===== config.mk =====
export PLATFORM = sky130hd
export DESIGN_NAME = lcd_cmd_driver
export DESIGN_NICKNAME = d
export VERILOG_FILES = /design/src/rtl/lcd_pkg.sv /design/src/rtl/lcd_iram_monitor.sv /design/src/rtl/lcd_cmd_driver.sv
export SDC_FILE = /design/constraint.sdc
export NUM_CORES = 1
export LEC_CHECK = 0
export ABC_AREA = 1
export CORE_MARGIN = 1
export CORE_UTILIZATION = 53
export DETAILED_ROUTE_END_ITERATION = 16
export PLACE_DENSITY = 0.83
export SYNTH_ARGS = -nofsm -noshare
export SYNTH_HDL_FRONTEND = slang
export SYNTH_HIERARCHICAL = 1
export SYNTH_SLANG_ARGS = --single-unit

===== constraint.sdc =====
create_clock -name clk -period 2.15 [get_ports clk]
set_input_delay 0.3225 -clock clk [delete_from_list [all_inputs] [get_ports clk]]
set_output_delay 0.3225 -clock clk [all_outputs]
set_load 0.02 [all_outputs]

===== src/rtl/lcd_pkg.sv =====
// Shared definitions for the LCD command driver: command codes, driver states and widths.
package lcd_pkg;

    localparam int unsigned CMD_W      = 4;
    localparam int unsigned ROM_AW     = 5;
    localparam int unsigned TMO_W      = 8;
    localparam int unsigned PIX_AW     = 6;
    localparam int unsigned PIX_DW     = 8;
    localparam int unsigned CNT_W      = 7;
    localparam int unsigned SUM_W      = 16;
    localparam int unsigned PIXELS_DEF = 64;

    localparam logic [CMD_W-1:0] CMD_WR  = 4'd0;
    localparam logic [CMD_W-1:0] CMD_SU  = 4'd1;
    localparam logic [CMD_W-1:0] CMD_SD  = 4'd2;
    localparam logic [CMD_W-1:0] CMD_SL  = 4'd3;
    localparam logic [CMD_W-1:0] CMD_SR  = 4'd4;
    localparam logic [CMD_W-1:0] CMD_MAX = 4'd5;
    localparam logic [CMD_W-1:0] CMD_MIN = 4'd6;
    localparam logic [CMD_W-1:0] CMD_AVG = 4'd7;
    localparam logic [CMD_W-1:0] CMD_CCW = 4'd8;
    localparam logic [CMD_W-1:0] CMD_CW  = 4'd9;
    localparam logic [CMD_W-1:0] CMD_MX  = 4'd10;
    localparam logic [CMD_W-1:0] CMD_MY  = 4'd11;

    typedef enum logic [3:0] {
        IDLE,
        FETCH,
        LOAD,
        WAIT_RDY,
        ISSUE,
        WAIT_HI,
        WAIT_LO,
        WAIT_DONE,
        FIN,
        ERR
    } state_t;

    // Codes above MY are reserved and abort the program.
    function automatic logic cmd_illegal(input logic [CMD_W-1:0] code);
        return code >= 4'hC;
    endfunction

endpackage


===== src/rtl/lcd_iram_monitor.sv =====
// Snoops the controller's IRAM write stream: write count, data checksum and address-order check.
module lcd_iram_monitor
    import lcd_pkg::*;
(
    input  logic              clk,
    input  logic              reset,
    input  logic              clr,
    input  logic              IRAM_valid,
    input  logic [PIX_AW-1:0] IRAM_A,
    input  logic [PIX_DW-1:0] IRAM_D,
    output logic [CNT_W-1:0]  wr_count,
    output logic [SUM_W-1:0]  checksum,
    output logic              addr_err
);

    logic [CNT_W-1:0]  cnt_q, cnt_d;
    logic [SUM_W-1:0]  sum_q, sum_d;
    logic [PIX_AW-1:0] exp_q, exp_d;
    logic              err_q, err_d;

    // Clear has priority over a write landing in the same cycle.
    always_comb begin
        cnt_d = cnt_q;
        sum_d = sum_q;
        exp_d = exp_q;
        err_d = err_q;
        if (clr) begin
            cnt_d = '0;
            sum_d = '0;
            exp_d = '0;
            err_d = 1'b0;
        end else if (IRAM_valid) begin
            cnt_d = (cnt_q == {CNT_W{1'b1}}) ? cnt_q : cnt_q + CNT_W'(1);
            sum_d = sum_q + SUM_W'(IRAM_D);
            exp_d = exp_q + PIX_AW'(1);
            err_d = err_q | (IRAM_A != exp_q);
        end
    end

    always_ff @(posedge clk) begin
        if (!reset) begin
            cnt_q <= '0;
            sum_q <= '0;
            exp_q <= '0;
            err_q <= 1'b0;
        end else begin
            cnt_q <= cnt_d;
            sum_q <= sum_d;
            exp_q <= exp_d;
            err_q <= err_d;
        end
    end

    assign wr_count = cnt_q;
    assign checksum = sum_q;
    assign addr_err = err_q;

endmodule


===== src/rtl/lcd_cmd_driver.sv =====
// Host-side sequencer: plays a command ROM program into the LCD controller and checks the frame it writes.
module lcd_cmd_driver
    import lcd_pkg::*;
#(
    parameter int unsigned CMD_DEPTH = 32,
    parameter int unsigned TIMEOUT   = 255,
    parameter int unsigned PIXELS    = PIXELS_DEF
) (
    input  logic              clk,
    input  logic              reset,
    input  logic              start,
    output logic              CMDROM_rd,
    output logic [ROM_AW-1:0] CMDROM_A,
    input  logic [CMD_W-1:0]  CMDROM_Q,
    output logic [CMD_W-1:0]  cmd,
    output logic              cmd_valid,
    input  logic              busy,
    input  logic              done,
    input  logic              IRAM_valid,
    input  logic [PIX_AW-1:0] IRAM_A,
    input  logic [PIX_DW-1:0] IRAM_D,
    output logic              seq_done,
    output logic              pass,
    output logic              error,
    output logic [CNT_W-1:0]  wr_count,
    output logic [SUM_W-1:0]  checksum
);

    state_t            state_q, state_d;
    logic [ROM_AW-1:0] ptr_q, ptr_d;
    logic [ROM_AW-1:0] addr_q, addr_d;
    logic [CMD_W-1:0]  cmd_q, cmd_d;
    logic [TMO_W-1:0]  tmo_q, tmo_d;
    logic              rd_q, rd_d;
    logic              cv_q, cv_d;
    logic              seq_done_q, seq_done_d;
    logic              pass_q, pass_d;
    logic              error_q, error_d;
    logic              mon_clr;
    logic              addr_err;
    logic              tmo_hit;

    assign tmo_hit = (tmo_q == TMO_W'(TIMEOUT));

    always_comb begin
        state_d    = state_q;
        ptr_d      = ptr_q;
        cmd_d      = cmd_q;
        seq_done_d = seq_done_q;
        pass_d     = pass_q;
        error_d    = error_q;
        mon_clr    = 1'b0;
        unique case (state_q)
            IDLE: begin
                if (start) begin
                    ptr_d      = '0;
                    seq_done_d = 1'b0;
                    pass_d     = 1'b0;
                    error_d    = 1'b0;
                    mon_clr    = 1'b1;
                    state_d    = FETCH;
                end
            end
            FETCH: state_d = LOAD;
            LOAD: begin
                cmd_d   = CMDROM_Q;
                state_d = cmd_illegal(CMDROM_Q) ? ERR : WAIT_RDY;
            end
            WAIT_RDY: begin
                if (!busy)        state_d = ISSUE;
                else if (tmo_hit) state_d = ERR;
            end
            ISSUE: state_d = (cmd_q == CMD_WR) ? WAIT_DONE : WAIT_HI;
            WAIT_HI: begin
                if (busy)         state_d = WAIT_LO;
                else if (tmo_hit) state_d = ERR;
            end
            WAIT_LO: begin
                // Running off the end of the ROM without a write is a program error.
                if (!busy) begin
                    if (ptr_q == ROM_AW'(CMD_DEPTH - 1)) begin
                        state_d = ERR;
                    end else begin
                        ptr_d   = ptr_q + ROM_AW'(1);
                        state_d = FETCH;
                    end
                end else if (tmo_hit) begin
                    state_d = ERR;
                end
            end
            WAIT_DONE: begin
                if (done)         state_d = FIN;
                else if (tmo_hit) state_d = ERR;
            end
            FIN: begin
                seq_done_d = 1'b1;
                pass_d     = (wr_count == CNT_W'(PIXELS)) && !addr_err;
                state_d    = IDLE;
            end
            ERR: begin
                error_d    = 1'b1;
                seq_done_d = 1'b1;
                pass_d     = 1'b0;
                state_d    = IDLE;
            end
            default: state_d = IDLE;
        endcase
    end

    // Registered strobes are decoded from the upcoming state so they line up with it.
    always_comb begin
        rd_d   = (state_d == FETCH);
        cv_d   = (state_d == ISSUE);
        addr_d = (state_d == FETCH) ? ptr_d : addr_q;
        tmo_d  = (state_d != state_q) ? '0 : tmo_q + TMO_W'(1);
    end

    always_ff @(posedge clk) begin
        if (!reset) begin
            state_q    <= IDLE;
            ptr_q      <= '0;
            addr_q     <= '0;
            cmd_q      <= '0;
            tmo_q      <= '0;
            rd_q       <= 1'b0;
            cv_q       <= 1'b0;
            seq_done_q <= 1'b0;
            pass_q     <= 1'b0;
            error_q    <= 1'b0;
        end else begin
            state_q    <= state_d;
            ptr_q      <= ptr_d;
            addr_q     <= addr_d;
            cmd_q      <= cmd_d;
            tmo_q      <= tmo_d;
            rd_q       <= rd_d;
            cv_q       <= cv_d;
            seq_done_q <= seq_done_d;
            pass_q     <= pass_d;
            error_q    <= error_d;
        end
    end

    lcd_iram_monitor u_mon (
        .clk        (clk),
        .reset      (reset),
        .clr        (mon_clr),
        .IRAM_valid (IRAM_valid),
        .IRAM_A     (IRAM_A),
        .IRAM_D     (IRAM_D),
        .wr_count   (wr_count),
        .checksum   (checksum),
        .addr_err   (addr_err)
    );

    assign CMDROM_rd = rd_q;
    assign CMDROM_A  = addr_q;
    assign cmd       = cmd_q;
    assign cmd_valid = cv_q;
    assign seq_done  = seq_done_q;
    assign pass      = pass_q;
    assign error     = error_q;

endmodule


==> flow_summary.ini, run 1 <==
[timing]
drv_slew = 0
finalSetupTns_ns = 0
hold_viol = 0
relSlewSlack_pct = 66.4
rsz0062_at_grt = false
min_period_over_period_pct = 84.5
worst_pin_slew_ns = 0.504
setup_viol = 0
holdWs_ns = 0.461
final.setup_skew_ns = 0.00752
worst_slack_ns = 0.332
fin_crit_ns = 1.82
max_freq_mhz = 550

[worst_hold_path]
hold_class = reg2reg
whs_path_depth = 1

[grt]
track_usage_pct = 25.5
grt_overflow = 0
grt_pass1_vias = 2999
antenna_found_initial = 0
grt_max_degree = 31
grt_pass1_wl_um = 13100

[cts]
cts_max_path_buffers = 2
hold_buffers = 0
clkSlewWorstSetupHoldPaths_ns = 0.07
cts_max_level = 3
cts_resized = 0
postCtsSetupBuffers = 0
cts.sinks = 61
cts-root-buf = clkbuf_8
cts_tree = built
clk-insertion-delay-late_ns = 0.34
numCtsBuffers = 9

[die]
start_util_pct = 56.1
dieArea_mm2 = 0.00670
fp.dieH_um = 81.9
die_w_um = 81.9
io_pins = 61
core-area_mm2 = 0.00603
row_count = 28

[final_layout]
final_cell_count_no_fill = 644
drive_gt1_share_pct = 11.2
final_cell_area_mm2 = 0.00430
fillCellCount = 507
fin_nets = 601
antenna_cells = 0
synthToLayoutAreaGrowth_pct = 27.1

[synthesis]
synth_nets = 531
synth.yosys.warnings = 6
ys_seq_area_share_pct = 36.1
async_flop_share_pct = 0
synth_cell_types = 34
synthFlopType = dfxtp_1
synth_edf_count = 0
synth-seq-cells = 61
synthCells = 494
synthesis.area_mm2 = 0.00338
syn_avg_cell_area_um2 = 6.84

[worst_setup_path]
cpMaxStageDelayCell = clkdlybuf4s50_1
path_cells = clkdlybuf4s50_1
cp.arrival_ns = 1.50
critPathLaunchType = register
critPathBufInv = 1
cp-end-kind = output port
r2r_cells = 8
cp_top_family = buffers and inverters
cp.required_ns = 1.83
critPathKind = reg2out
cp_max_fo = 9
critPathMaxStageDelay_ns = 0.66
worstSetupPathDepth = 1

[placed_design]
routabilityCongestion = 0.879
numPortBuffers = 60
place_ws_ns = 0.0554
dp_cells = 628
place_area_mm2 = 0.00410
hpwl_um = 5970

[drt]
drt_iter0_drc = 299
routed_wl_um = 8040
drtPass1Iterations = 5
drt-wirelength-per-cell_um = 12.5
num_vias = 3424
ant_nets = 0
viasPerCell = 5.32
drc = 0

[flow_run]
cap_violations = 0

[power_and_ir_drop]
p_leak_nw = 1.82
ir_worst_vdd_v = 0.000573
pwr_density_cell_mw_per_mm2 = 675

[status]
outcome = completed
## layout make-up
cell class / count / area (um2) / share of cell area (%)
flip-flops and latches: 61 / 1220 / 28.4
inverters: 65 / 244 / 5.68
multi-input cells: 361 / 1880 / 43.8
clock inverters: 7 / 73.8 / 1.72
repair buffers: 66 / 658 / 15.3
well taps: 75 / 93.8 / 2.18
clock buffers: 9 / 124 / 2.88
## power by group
group	internal, mW	switching [mW]	leakage (nW)
Combinational	0.260	0.380	1.23
Sequential	1.19	0.0569	0.495
Clock	0.538	0.477	0.0996
## worst paths after layout
check	slack, ns	start	to
setup reg to reg	0.40	state_q[1]	u_mon/checksum[2]
hold reg to reg	0.46	tmo_q[0]	tmo_q[0]
hold / removal	0.46	tmo_q[0]	tmo_q[0]
setup / recovery	0.33	u_mon/checksum[8]	checksum[8]
## worst reg2reg max path, stage by stage, from the launching register on
cell     delay, ns
dfxtp_1       0.38
nor2_1        0.36
nand3_4       0.19
inv_1         0.10
nor2_2        0.04
inv_1         0.37
nor2_1        0.07
o21ai_0       0.09
inv_1         0.05
## metal layers
metal,global-route usage (%),vias up,part of all wire [%],wire length (um)
met4,7.19,0,1.3,102
met2,42.1,113,47,3770
met3,6.67,12,5.8,467
met1,32.5,1550,46,3700
li1,-,1749,-,-
met5,0,-,0,0
## kinds of logic (layout without fill, tap and decap cells)
logic type / after synthesis / after routing / share of synthesized area [%]
xor gates and xnor gates: 12 / 12 / 3.11
buffers and inverters: 72 / 147 / 8.22
AOI/OAI and AO/OA: 70 / 70 / 11.6
adders and majority gates: 13 / 13 / 5.04
DFF: 61 / 61 / 36.1
and+or+nand+nor: 266 / 266 / 35.9
## metrics by stage
step / util (%) / power (mW)
2_1_floorplan: - / 1.68
3_3_place_gp: 68.0 / 1.89
3_5_place_dp: 68.0 / 1.90
4_1_cts: 71.3 / 2.92
5_1_grt: 71.3 / 3.06
6_report: 71.3 / 2.90
## layout by cell type, fill, tap and decap left out, types with 3 or more instances in the layout
cell type / instances
a21oi_1: 34
a21oi_2: 3
buf_4: 5
clkbuf_8: 9
clkdlybuf4s50_1: 60
dfxtp_1: 61
ha_1: 12
inv_1: 56
inv_2: 8
nand2_1: 114
nand2_2: 7
nand3_1: 41
nand3_2: 3
nand4_1: 9
nor2_1: 58
nor2_2: 15
nor2_4: 3
nor3_1: 8
nor4_1: 5
o211ai_1: 3
o21ai_0: 15
o21ai_1: 4
o22ai_1: 4
xnor2_1: 7
xor2_1: 5
## synth_stat cells (3+ instances only)
master / number / area (um2)
nand2_1: 114 / 428
dfxtp_1: 61 / 1220
nor2_1: 58 / 218
inv_1: 56 / 210
nand3_1: 41 / 205
a21oi_1: 34 / 170
nor2_2: 15 / 93.8
o21ai_0: 15 / 75.1
ha_1: 12 / 150
nand4_1: 9 / 56.3
inv_2: 8 / 30.0
nor3_1: 8 / 40.0
nand2_2: 7 / 43.8
xnor2_1: 7 / 61.3
buf_2: 6 / 30.0
nor4_1: 5 / 31.3
xor2_1: 5 / 43.8
o21ai_1: 4 / 20.0
o22ai_1: 4 / 25.0
a21oi_2: 3 / 26.3
nand3_2: 3 / 30.0
nor2_4: 3 / 33.8
o211ai_1: 3 / 22.5
## flip-flops by register name, indices dropped and copies added, names as in the netlist
name	flops
CMDROM_A	5
CMDROM_rd	1
cmd	4
cmd_valid	1
error	1
pass	1
ptr_q	5
seq_done	1
state_q	4
tmo_q	8
u_mon/addr_err	1
u_mon/checksum	16
u_mon/exp_q	6
u_mon/wr_count	7
Power figures use the tool's default switching activity.
==> run 2, diff against run 1 <==
==> constraint.sdc (replaced) <==
create_clock -name clk -period 1.8 [get_ports clk]
set_input_delay 0.27 -clock clk [delete_from_list [all_inputs] [get_ports clk]]
set_output_delay 0.27 -clock clk [all_outputs]
set_load 0.02 [all_outputs]
==> flow_summary.ini, run 2 (synthesis results as in run 1) <==
[status]
outcome = completed

[final_layout]
antenna_cells = 0
fin_nets = 619
final_common_cell = nand2_1
synthToLayoutAreaGrowth_pct = 30.9
fillCellCount = 509
drive_gt1_share_pct = 14.1
final_cell_mix = 114 x nand2_1, 61 x dfxtp_1, 59 x clkdlybuf4s50_1
largest_reg_flops = 16

[timing]
rsz0062_at_grt = false
min_period_over_period_pct = 96.7
fin_crit_ns = 1.74
holdWs_ns = 0.460
finalSetupTns_ns = 0
final.setup_skew_ns = 0.0138
worst_pin_slew_ns = 0.361
drv_slew = 0
relSlewSlack_pct = 75.7
hold_viol = 0
max_freq_mhz = 575
setup_viol = 0

[worst_setup_path]
cp_max_fo = 4
critPathBufInv = 1
critPathLaunchType = primary input
cp_common_cell = nand2_1
cpMaxStageDelayCell = clkdlybuf4s50_1
cp.arrival_ns = 1.97
reg2reg_slack_ns = 0.11
critPathMaxStageDelay_ns = 0.44
cp-end-kind = register
cp.required_ns = 2.03
path_cells = clkdlybuf4s50_1 > ha_1 > fa_1 > nand2_1 > nand3_1 > nand2_1 > o21ai_2 > a21oi_1 > nor2_1
cp_top_family = adder cells
critPathKind = in2reg

[grt]
gr-usage-met3_pct = 5.33
grt_max_degree = 18
grt-busiest-layer = met2
grt_pass1_wl_um = 13900
antenna_found_initial = 0
grt_use_met1_pct = 33.6
met2_usage_pct = 45.4
track_usage_pct = 26.9
grt_pass1_vias = 3213
grt_overflow = 0

[cts]
cts.sinks = 61
cts_max_level = 3
clk-insertion-delay-late_ns = 0.35
clkSlewWorstSetupHoldPaths_ns = 0.07
cts-root-buf = clkbuf_8
cts_tree = built
cts_max_path_buffers = 2
postCtsSetupBuffers = 0
numCtsBuffers = 9

[die]
core-area_mm2 = 0.00603
die_w_um = 81.9
fp.dieH_um = 81.9
dieArea_mm2 = 0.00670
start_util_pct = 56.1
row_count = 28
io_pins = 61

[drt]
viasPerCell = 5.29
drt-wirelength-per-cell_um = 12.7
drtPass1Iterations = 4
drt_iter0_drc = 193
ant_nets = 0
num_vias = 3501
routed_wl_um = 8390
drc = 0

[placed_design]
hpwl_um = 6330
routabilityCongestion = 0.916
numPortBuffers = 60

[worst_hold_path]
hold_class = reg2reg

[power_and_ir_drop]
ir_worst_vdd_v = 0.000555
p_leak_nw = 1.92
pwr_density_cell_mw_per_mm2 = 800

[flow_run]
cap_violations = 0
run 2: cell type report:
type,instances,area [um2],share of cell area [%]
Clock buffer,9,124,2.80
Clock inverter,7,73.8,1.67
Inverter,65,248,5.60
Multi-Input combinational cell,361,1880,42.5
Sequential cell,61,1220,27.6
Tap cell,75,93.8,2.12
Timing Repair Buffer,84,783,17.7
run 2: per-stage QoR:
step	instances	area, um2	power, mW	setup WS [ns]	util, %
after global placement	646	4220	2.30	-0.167	70.0
after detailed placement	646	4220	2.33	-0.237	70.0
after CTS	662	4420	3.54	0.0159	73.3
after floorplan	494	3380	2.00	0.161	-
final	662	4420	3.54	0.0601	73.4
after global routing	662	4420	3.71	0.0135	73.4
run 2: worst reg2reg max path, stage by stage (launching register included):
cell     delay [ns]
dfxtp_1        0.34
ha_1           0.22
fa_1           0.40
nand2_1        0.09
nand3_1        0.09
nand2_1        0.13
o21ai_2        0.10
a21oi_1        0.14
nor2_1         0.06
run 2: worst paths after layout:
kind	start	end	depth (start not counted)
worst max register to register	u_mon/checksum[0]	u_mon/checksum[8]	8
worst min register to register	tmo_q[0]	tmo_q[0]	1
worst max-delay path	IRAM_D[0]	u_mon/checksum[8]	9
worst min-delay path	tmo_q[0]	tmo_q[0]	1
run 2: repair_timing:
item	4_1_cts	5_1_grt
resized for setup	0	2
hold buffers	0	0
endpoints found under the setup margin	0	2
run 2: metal layers:
layer	up-vias	share of wire, %
met5	-	0
met1	1590	45
met3	17	6.2
met2	113	47
met4	0	1.9
li1	1781	-
run 2: power by group:
| group | total [mW] | leakage [nW] | switching [mW] | internal (mW) |
|---|---|---|---|---|
| clock | 1.23 | 0.0996 | 0.585 | 0.643 |
| sequential | 1.49 | 0.495 | 0.0659 | 1.42 |
| combinational | 0.824 | 1.33 | 0.473 | 0.351 |
| total | 3.54 | 1.92 | 1.12 | 2.41 |
